**src/rtl/lcd_pkg.sv**
```systemverilog
`default_nettype none
// ============================================================================
// Module   : lcd_pkg
// Purpose  : Shared geometry, character codes and state type for the LCD path.
// Revision : 1.0 - initial release
// ============================================================================
package lcd_pkg;

    localparam int LCD_COLS  = 16;
    localparam int LCD_CELLS = 32;

    localparam logic [7:0] CHR_BS  = 8'h08;
    localparam logic [7:0] CHR_LF  = 8'h0A;
    localparam logic [7:0] CHR_FF  = 8'h0C;
    localparam logic [7:0] CHR_CR  = 8'h0D;
    localparam logic [7:0] CHR_SP  = 8'h20;
    localparam logic [7:0] CHR_DEL = 8'h7F;

    typedef enum logic [0:0] {
        IDLE  = 1'b0,
        CLEAR = 1'b1
    } lcd_state_t;

endpackage : lcd_pkg
`default_nettype wire

```
**src/rtl/lcd_text_buffer.sv**
```systemverilog
`default_nettype none
// ============================================================================
// Module   : lcd_text_buffer
// Purpose  : Byte-stream text console maintaining the 32-cell LCD frame buffer.
// Revision : 1.0 - initial release
// ============================================================================
module lcd_text_buffer
    import lcd_pkg::*;
#(
    parameter int         WRAP      = 1,
    parameter logic [7:0] FILL_CHAR = 8'h20
) (
    input  logic         iCLK,
    input  logic         iRST_N,
    input  logic [7:0]   iCHAR,
    input  logic         iVALID,
    output logic         oREADY,
    output logic [255:0] oFB,
    output logic [4:0]   oCURSOR
);

    lcd_state_t  r_state;
    logic [4:0]  r_cursor;
    logic [4:0]  r_sweep;
    logic [7:0]  r_cells [LCD_CELLS];

    lcd_state_t  w_next_state;
    logic [4:0]  w_next_cursor;
    logic [4:0]  w_next_sweep;
    logic        w_wr_en;
    logic [4:0]  w_wr_addr;
    logic [7:0]  w_wr_data;
    logic        w_printable;
    logic [4:0]  w_cursor_inc;

    assign w_printable  = (iCHAR >= CHR_SP) && (iCHAR < CHR_DEL);
    // Without wrap the cursor parks on the last cell so it keeps getting overwritten.
    assign w_cursor_inc = ((WRAP == 0) && (r_cursor == 5'(LCD_CELLS - 1))) ?
                          r_cursor : r_cursor + 5'd1;

    always_comb begin
        w_next_state  = r_state;
        w_next_cursor = r_cursor;
        w_next_sweep  = r_sweep;
        w_wr_en       = 1'b0;
        w_wr_addr     = r_cursor;
        w_wr_data     = iCHAR;
        case (r_state)
            IDLE: begin
                if (iVALID) begin
                    if (w_printable) begin
                        w_wr_en       = 1'b1;
                        w_next_cursor = w_cursor_inc;
                    end else begin
                        case (iCHAR)
                            CHR_CR: w_next_cursor = {r_cursor[4], 4'd0};
                            CHR_LF: begin
                                if (!r_cursor[4])
                                    w_next_cursor = 5'(LCD_COLS);
                                else if (WRAP != 0)
                                    w_next_cursor = 5'd0;
                            end
                            CHR_BS: begin
                                if (r_cursor != 5'd0)
                                    w_next_cursor = r_cursor - 5'd1;
                            end
                            CHR_FF: begin
                                w_next_state = CLEAR;
                                w_next_sweep = 5'd0;
                            end
                            default: ;
                        endcase
                    end
                end
            end
            CLEAR: begin
                w_wr_en      = 1'b1;
                w_wr_addr    = r_sweep;
                w_wr_data    = FILL_CHAR;
                w_next_sweep = r_sweep + 5'd1;
                if (r_sweep == 5'(LCD_CELLS - 1)) begin
                    w_next_state  = IDLE;
                    w_next_cursor = 5'd0;
                end
            end
            default: w_next_state = IDLE;
        endcase
    end

    always_ff @(posedge iCLK or negedge iRST_N) begin
        if (!iRST_N) begin
            r_state  <= IDLE;
            r_cursor <= 5'd0;
            r_sweep  <= 5'd0;
            for (int k = 0; k < LCD_CELLS; k++)
                r_cells[k] <= FILL_CHAR;
        end else begin
            r_state  <= w_next_state;
            r_cursor <= w_next_cursor;
            r_sweep  <= w_next_sweep;
            if (w_wr_en)
                r_cells[w_wr_addr] <= w_wr_data;
        end
    end

    assign oREADY  = (r_state == IDLE);
    assign oCURSOR = r_cursor;

    for (genvar k = 0; k < LCD_CELLS; k++) begin : g_fb
        assign oFB[8*k +: 8] = r_cells[k];
    end

endmodule : lcd_text_buffer
`default_nettype wire

```
**config.mk**
```make
export PLATFORM = sky130hd
export DESIGN_NAME = lcd_text_buffer
export DESIGN_NICKNAME = d
export VERILOG_FILES = /design/src/rtl/lcd_pkg.sv /design/src/rtl/lcd_text_buffer.sv
export SDC_FILE = /design/constraint.sdc
export NUM_CORES = 1
export LEC_CHECK = 0
export ABC_CLOCK_PERIOD_IN_PS = 3200
export CAP_MARGIN = 20
export CELL_PAD_IN_SITES_DETAIL_PLACEMENT = 0
export CELL_PAD_IN_SITES_GLOBAL_PLACEMENT = 2
export CORE_MARGIN = 2
export CORE_UTILIZATION = 34
export CTS_BUF_LIST = sky130_fd_sc_hd__clkbuf_4
export CTS_CLUSTER_SIZE = 30
export DETAILED_ROUTE_END_ITERATION = 10
export GPL_ROUTABILITY_DRIVEN = 0
export PLACE_DENSITY_LB_ADDON = 0.1
export SLEW_MARGIN = 0
export SYNTH_ARGS = -nofsm -noshare
export SYNTH_HDL_FRONTEND = slang
export SYNTH_SLANG_ARGS = --single-unit
```
**constraint.sdc**
```tcl
create_clock -name iCLK -period 3.2 [get_ports iCLK]
set_clock_uncertainty 0.05 [all_clocks]
set_input_delay 0.96 -clock iCLK [delete_from_list [all_inputs] [get_ports iCLK]]
set_output_delay 0.96 -clock iCLK [all_outputs]
set_load 0.01 [all_outputs]
```
; ---- Word-level counts from Yosys, hierarchy flattened
; Index checks and enable logic that the tools add are counted.
[totals]
word_cells = 88
ff_bits = 267
input_bits = 11
[classes]
eq_ne = 13
mux = 24
bitwise_logic = 2
reduce_logical = 6
n_lt_le_gt_ge = 4
addsub = 3
[op_table]
columns = cell, n
row1 = bitwise mux 256 bit, 1
row2 = 2-to-1 mux 5 bit, 9
row3 = demux 8 bit (select 5 bit), 1
row4 = "equality test 8 x 4 -> 1 bit, second input constant", 4
row5 = case mux 5 bit (2 select lines), 2
row6 = 2-to-1 mux 8 bit, 2
row7 = case mux 5 bit (3 select lines), 1
row8 = "adder 5 x 1 -> 5 bit, second input constant", 2
row9 = ">= comparator 8 x 6 -> 1 bit, second input constant", 1
row10 = "< comparator 8 x 7 -> 1 bit, second input constant", 1
row11 = ">= comparator 6 bit, second input constant", 1
row12 = "< comparator 6 x 1 -> 1 bit, second input constant", 1
row13 = 2-to-1 mux 1 bit, 6
row14 = inverter 5 -> 6 bit, 1
row15 = "equality test 5 bit, second input constant", 1
row16 = "inequality test 5 x 1 -> 1 bit, second input constant", 1
row17 = AND reduction 5 bit, 1
row18 = nonzero test 5 bit, 1
row19 = "subtractor 5 x 1 -> 5 bit, second input constant", 1
row20 = "inequality test 2 x 1 -> 1 bit, second input constant", 2
row21 = "inequality test 2 bit, second input constant", 2
row22 = "inequality test 4 x 1 -> 1 bit, second input constant", 1
row23 = "inequality test 4 bit, second input constant", 1
row24 = case mux 1 bit (2 select lines), 2
row25 = other kinds (5), 6

; ---- Longest topological paths before layout
; Gate-level depths: netlist of the first run.
[logic_depth]
word_depth = 7
depth_mapped = 8
depth_no_buf = 7

; ---- Least setup slack after synthesis of the first run
; OpenSTA, ideal clock, no wires.
[synth_path]
kind = in2reg
startpoint = in iCHAR[0]
endpoint = reg r_cells, in the netlist oFB[112]
setup_ns = 0.125
setup_slack_ns = 0.387
t_required_ns = 3.025
stages = 7
n_path_buf = 2
t_arrival_ns = 2.638
cell_sequence = and3_1 a21o_1 o31a_1 buf_6 buf_12 nor3_4 mux2_4
[synth_via]
elab_chain_len = 5
elab_cells_between_ends = 8
[synth_lines]
columns = element, line
row1 = start: declaration, lcd_text_buffer.sv:15  ; input logic [7:0] iCHAR,
row2 = >= comparator 8 x 6 -> 1 bit / < comparator 8 x 7 -> 1 bit (equally long branches), lcd_text_buffer.sv:36  ; assign w_printable = (iCHAR >= CHR_SP) && (iCHAR < CHR_DEL);
row3 = logical AND 1 bit, lcd_text_buffer.sv:36
row4 = 2-to-1 mux 1 bit, lcd_text_buffer.sv:51  ; if (w_printable) begin
row5 = 2-to-1 mux 1 bit, lcd_text_buffer.sv:50  ; if (iVALID) begin
row6 = case mux 1 bit (2 select lines), lcd_text_buffer.sv:48  ; case (r_state)
row7 = end signal: indexed assignment, lcd_text_buffer.sv:102  ; r_cells[w_wr_addr] <= w_wr_data;
row8 = end: declaration, lcd_text_buffer.sv:25  ; logic [7:0] r_cells [LCD_CELLS];
; Several ways; a longest one is shown, not always the timed one.
; A chain may end at the register's enable or synchronous reset.

; ---- Worst setup path after layout of the first run
[layout_path]
startpoint = reg r_cursor[4] (netlist: oCURSOR[4])
endpoint = out oCURSOR[4]
[layout_lines]
columns = element, line
row1 = start: declaration, lcd_text_buffer.sv:23  ; logic [4:0] r_cursor;
row2 = start signal: assignment, lcd_text_buffer.sv:99  ; r_cursor <= w_next_cursor;
row3 = end: declaration, lcd_text_buffer.sv:19  ; output logic [4:0] oCURSOR
; No word-level cell between the ends.

==> results_dict.tcl, run 1 <==
set metrics [dict create \
    ys_top_cells_by_area "dfrtp_1 55%, mux2_2 17%, dfstp_2 7.8%, o21ai_0 5.0%, nor3_4 2.4%" \
    htree_levels 3 \
    place_ws_ns -0.0741 \
    final.setup.tns_ns 0 \
    synth_cell_types 55 \
    clkSlewWorstSetupHoldPaths_ns 0.07 \
    fin_util_pct 49.9 \
    synth-edff-count 0 \
    initial_utilization_pct 34.3 \
    ios 273 \
    whs_ns 0.214 \
    fmax_mhz 333 \
    setup_viol 0 \
    p_per_area_mw_per_mm2 604 \
    std_cell_rows 65 \
    placed_area_mm2 0.0147 \
    synth_nets 793 \
    wirelength_um 32600 \
    grt_usage_pct 20.1 \
    synth_top_area_cell "dfrtp_1" \
    synth_top_area_share_pct 54.6 \
    grt_setup_unrepaired "no" \
    cts.sinks 267 \
    slowest_stage "dfrtp_1" \
    synthArstFlopShare_pct 100 \
    cp-start-kind "flop" \
    grt_pass1_vias 8160 \
    vdd_drop_max_v 0.000368 \
    drc 0 \
    clock-root-buffer "clkbuf_4" \
    seq_area_frac_synth_pct 62.4 \
    firstDrtPassIters 5 \
    layout-drive-gt1-share_pct 36.0 \
    dp_hpwl_um 21900 \
    grt_pass1_wl_um 50400 \
    area_delta_synth_final_pct 45.3 \
    report.final.slew_viol_count 0 \
    postCtsHoldBufs 0 \
    overflow 0 \
    setup_slack_ns 0.198 \
    p_leak_nw 6.96 \
    crit_path_end_kind "output port" \
    min_path_type "in2async" \
    worstPathArrival_ns 1.99 \
    detail-route-antenna-nets 0 \
    drt_iter0_markers 373 \
    die_w_um 182 \
    worstPathCellList "clkdlybuf4s50_1" \
    total_power_mw 9.47 \
    crit_buf_inv 1 \
    fillerInstances 2811 \
    core_mm2 0.0314 \
    viasPerCell 4.83 \
    dp_cells 1480 \
    path_delay_family "flip-flops" \
    yosys_register_bits 267 \
    num-nets-final 1168 \
    die_h_um 182 \
    cts_buffers 73 \
    fin_crit_ns 3.00 \
    ys.flop_type "dfrtp_1" \
    critPathKind "reg2out" \
    tightest_slew_ns 0.783 \
    max-cap-violations 0 \
    avgSynthCellArea_um2 13.9 \
    cts.path.max_buffers 3 \
    antenna_found_initial 1 \
    period_share_pct 93.8 \
    status "complete, no violations" \
    portBuffers 272 \
    clk_latency_ns 0.67 \
    netlist_instances 778 \
    cp_max_fo 14 \
    grt_max_degree 75 \
    die_area_mm2 0.0331 \
    num_vias 7795 \
    max_slew_margin_pct 47.6 \
    ys_warn_count 0 \
    slowest_delay_ns 0.69 \
    critical_path_required_ns 2.19 \
    fin_area_mm2 0.0157 \
    routedWlPerCell_um 20.2 \
    cts_tree "done" \
    syn_area_mm2 0.0108 \
    hold_violations 0 \
    stdcell_count 1615 \
]
## area by class of cell
type | count | area (um^2) | share of cell area (%)
Multi-Input combinational cell | 461 | 3850 | 24.6
Antenna cell | 2 | 5.00 | 0.0319
Tap cell | 402 | 503 | 3.21
Clock buffer | 113 | 848 | 5.42
Timing Repair Buffer | 346 | 3580 | 22.9
Sequential cell | 267 | 6720 | 42.9
Inverter | 4 | 15.0 | 0.0958
Clock inverter | 20 | 133 | 0.847
## per-layer routing
layer	global-route usage (%)	share of wire (%)	vias to the layer above
met1	26.7	45	3901
met5	0	0	-
met3	8.06	9.0	36
li1	-	-	3588
met2	30.3	45	270
met4	5.55	1.4	0
## synthesized netlist by cell type, drive strengths merged (2+ instances only)
| cell | instances |
|---|---|
| and3 | 3 |
| buf | 9 |
| o32a | 4 |
| dfstp | 32 |
| clkbuf | 37 |
| nor4 | 2 |
| nor2b | 34 |
| nand2 | 24 |
| a21o | 6 |
| or2 | 2 |
| o32ai | 2 |
| o31ai | 4 |
| o21bai | 2 |
| nand2b | 4 |
| a21oi | 2 |
| nand3 | 4 |
| and2 | 3 |
| a22o | 3 |
| o21ai | 108 |
| mux2 | 172 |
| o211a | 2 |
| nor2 | 23 |
| ha | 4 |
| a31oi | 2 |
| o21a | 6 |
| nor3 | 23 |
| inv | 4 |
| mux2i | 3 |
| a211oi | 2 |
| dfrtp | 235 |
## logic make-up (layout without fill, tap and decap cells)
| group | count (synthesis) | count (layout) | synth area share (%) |
|---|---|---|---|
| flops | 267 | 267 | 62.4 |
| buf+inv | 50 | 483 | 2.02 |
| fa+ha+maj | 4 | 4 | 0.464 |
| mux | 175 | 175 | 18.5 |
| other cells | 0 | 2 | 0 |
| xor+xnor | 2 | 2 | 0.163 |
| compound gates | 152 | 152 | 8.52 |
| simple gates | 128 | 128 | 7.98 |
## registers in the layout, indices dropped and copies added (netlist names)
name,flops
oFB,256
oCURSOR,5
r_sweep,5
r_state,1
## repair_timing
| action | CTS | global route |
|---|---|---|
| setup endpoints to repair | 0 | 1 |
| setup buffers | 0 | 0 |
| resized for setup | 0 | 1 |
## final timing paths
check | startpoint | to | slack [ns] | cells after the start
hold / removal | iRST_N | r_sweep[3] | 0.21 | 1
min in group iCLK | oFB[175] | oFB[175] | 0.43 | 1
hold reg to reg | oFB[175] | oFB[175] | 0.43 | 1
setup / recovery | oCURSOR[4] | oCURSOR[4] | 0.20 | 1
setup reg to reg | oCURSOR[0] | oCURSOR[1] | 0.75 | 7
max in group asynchronous | iRST_N | oFB[189] | 2.02 | 2
## cells in the final DEF (no fill, tap or decap), types with 3 or more instances in the layout
cell type | netlist | layout
nand2_1 | 24 | 24
mux2_4 | 7 | 7
nor3_1 | 7 | 7
inv_2 | 1 | 3
nand2b_1 | 4 | 4
nand3_1 | 4 | 4
o21a_1 | 6 | 6
dfstp_2 | 32 | 32
ha_1 | 4 | 4
inv_1 | 3 | 3
o31ai_1 | 4 | 4
and2_1 | 3 | 3
nor3_4 | 16 | 16
buf_12 | 1 | 24
buf_4 | 0 | 50
mux2_2 | 165 | 165
o32a_1 | 4 | 4
and3_1 | 3 | 3
clkbuf_4 | 0 | 113
nor2b_1 | 34 | 28
mux2i_1 | 3 | 3
dfrtp_1 | 235 | 234
nor2_2 | 8 | 8
nor2b_2 | 0 | 6
o21ai_0 | 108 | 108
clkinv_1 | 0 | 15
a21o_1 | 6 | 6
clkdlybuf4s50_1 | 0 | 271
nor2_1 | 15 | 15
a22o_1 | 3 | 3
## power breakdown
group / total, mW / leakage (nW) / internal (mW) / switching [mW]
Combinational: 2.14 / 2.93 / 1.13 / 1.01
Sequential: 4.12 / 3.45 / 3.85 / 0.271
Clock: 3.21 / 0.585 / 1.77 / 1.44
Power figures use the tool's default switching activity.
==> run 2, diff against run 1 <==
--- a/config.mk
+++ b/config.mk
@@ -5,6 +5,7 @@
 export SDC_FILE = /design/constraint.sdc
 export NUM_CORES = 1
 export LEC_CHECK = 0
+export ABC_AREA = 0
 export ABC_CLOCK_PERIOD_IN_PS = 3200
 export CAP_MARGIN = 20
 export CELL_PAD_IN_SITES_DETAIL_PLACEMENT = 0
@@ -12,7 +13,6 @@
 export CORE_MARGIN = 2
 export CORE_UTILIZATION = 34
 export CTS_BUF_LIST = sky130_fd_sc_hd__clkbuf_4
-export CTS_CLUSTER_SIZE = 30
 export DETAILED_ROUTE_END_ITERATION = 10
 export GPL_ROUTABILITY_DRIVEN = 0
 export PLACE_DENSITY_LB_ADDON = 0.1
==> results of run 2 <==
No change in the layout: final DEF, timing and power equal those of run 1.
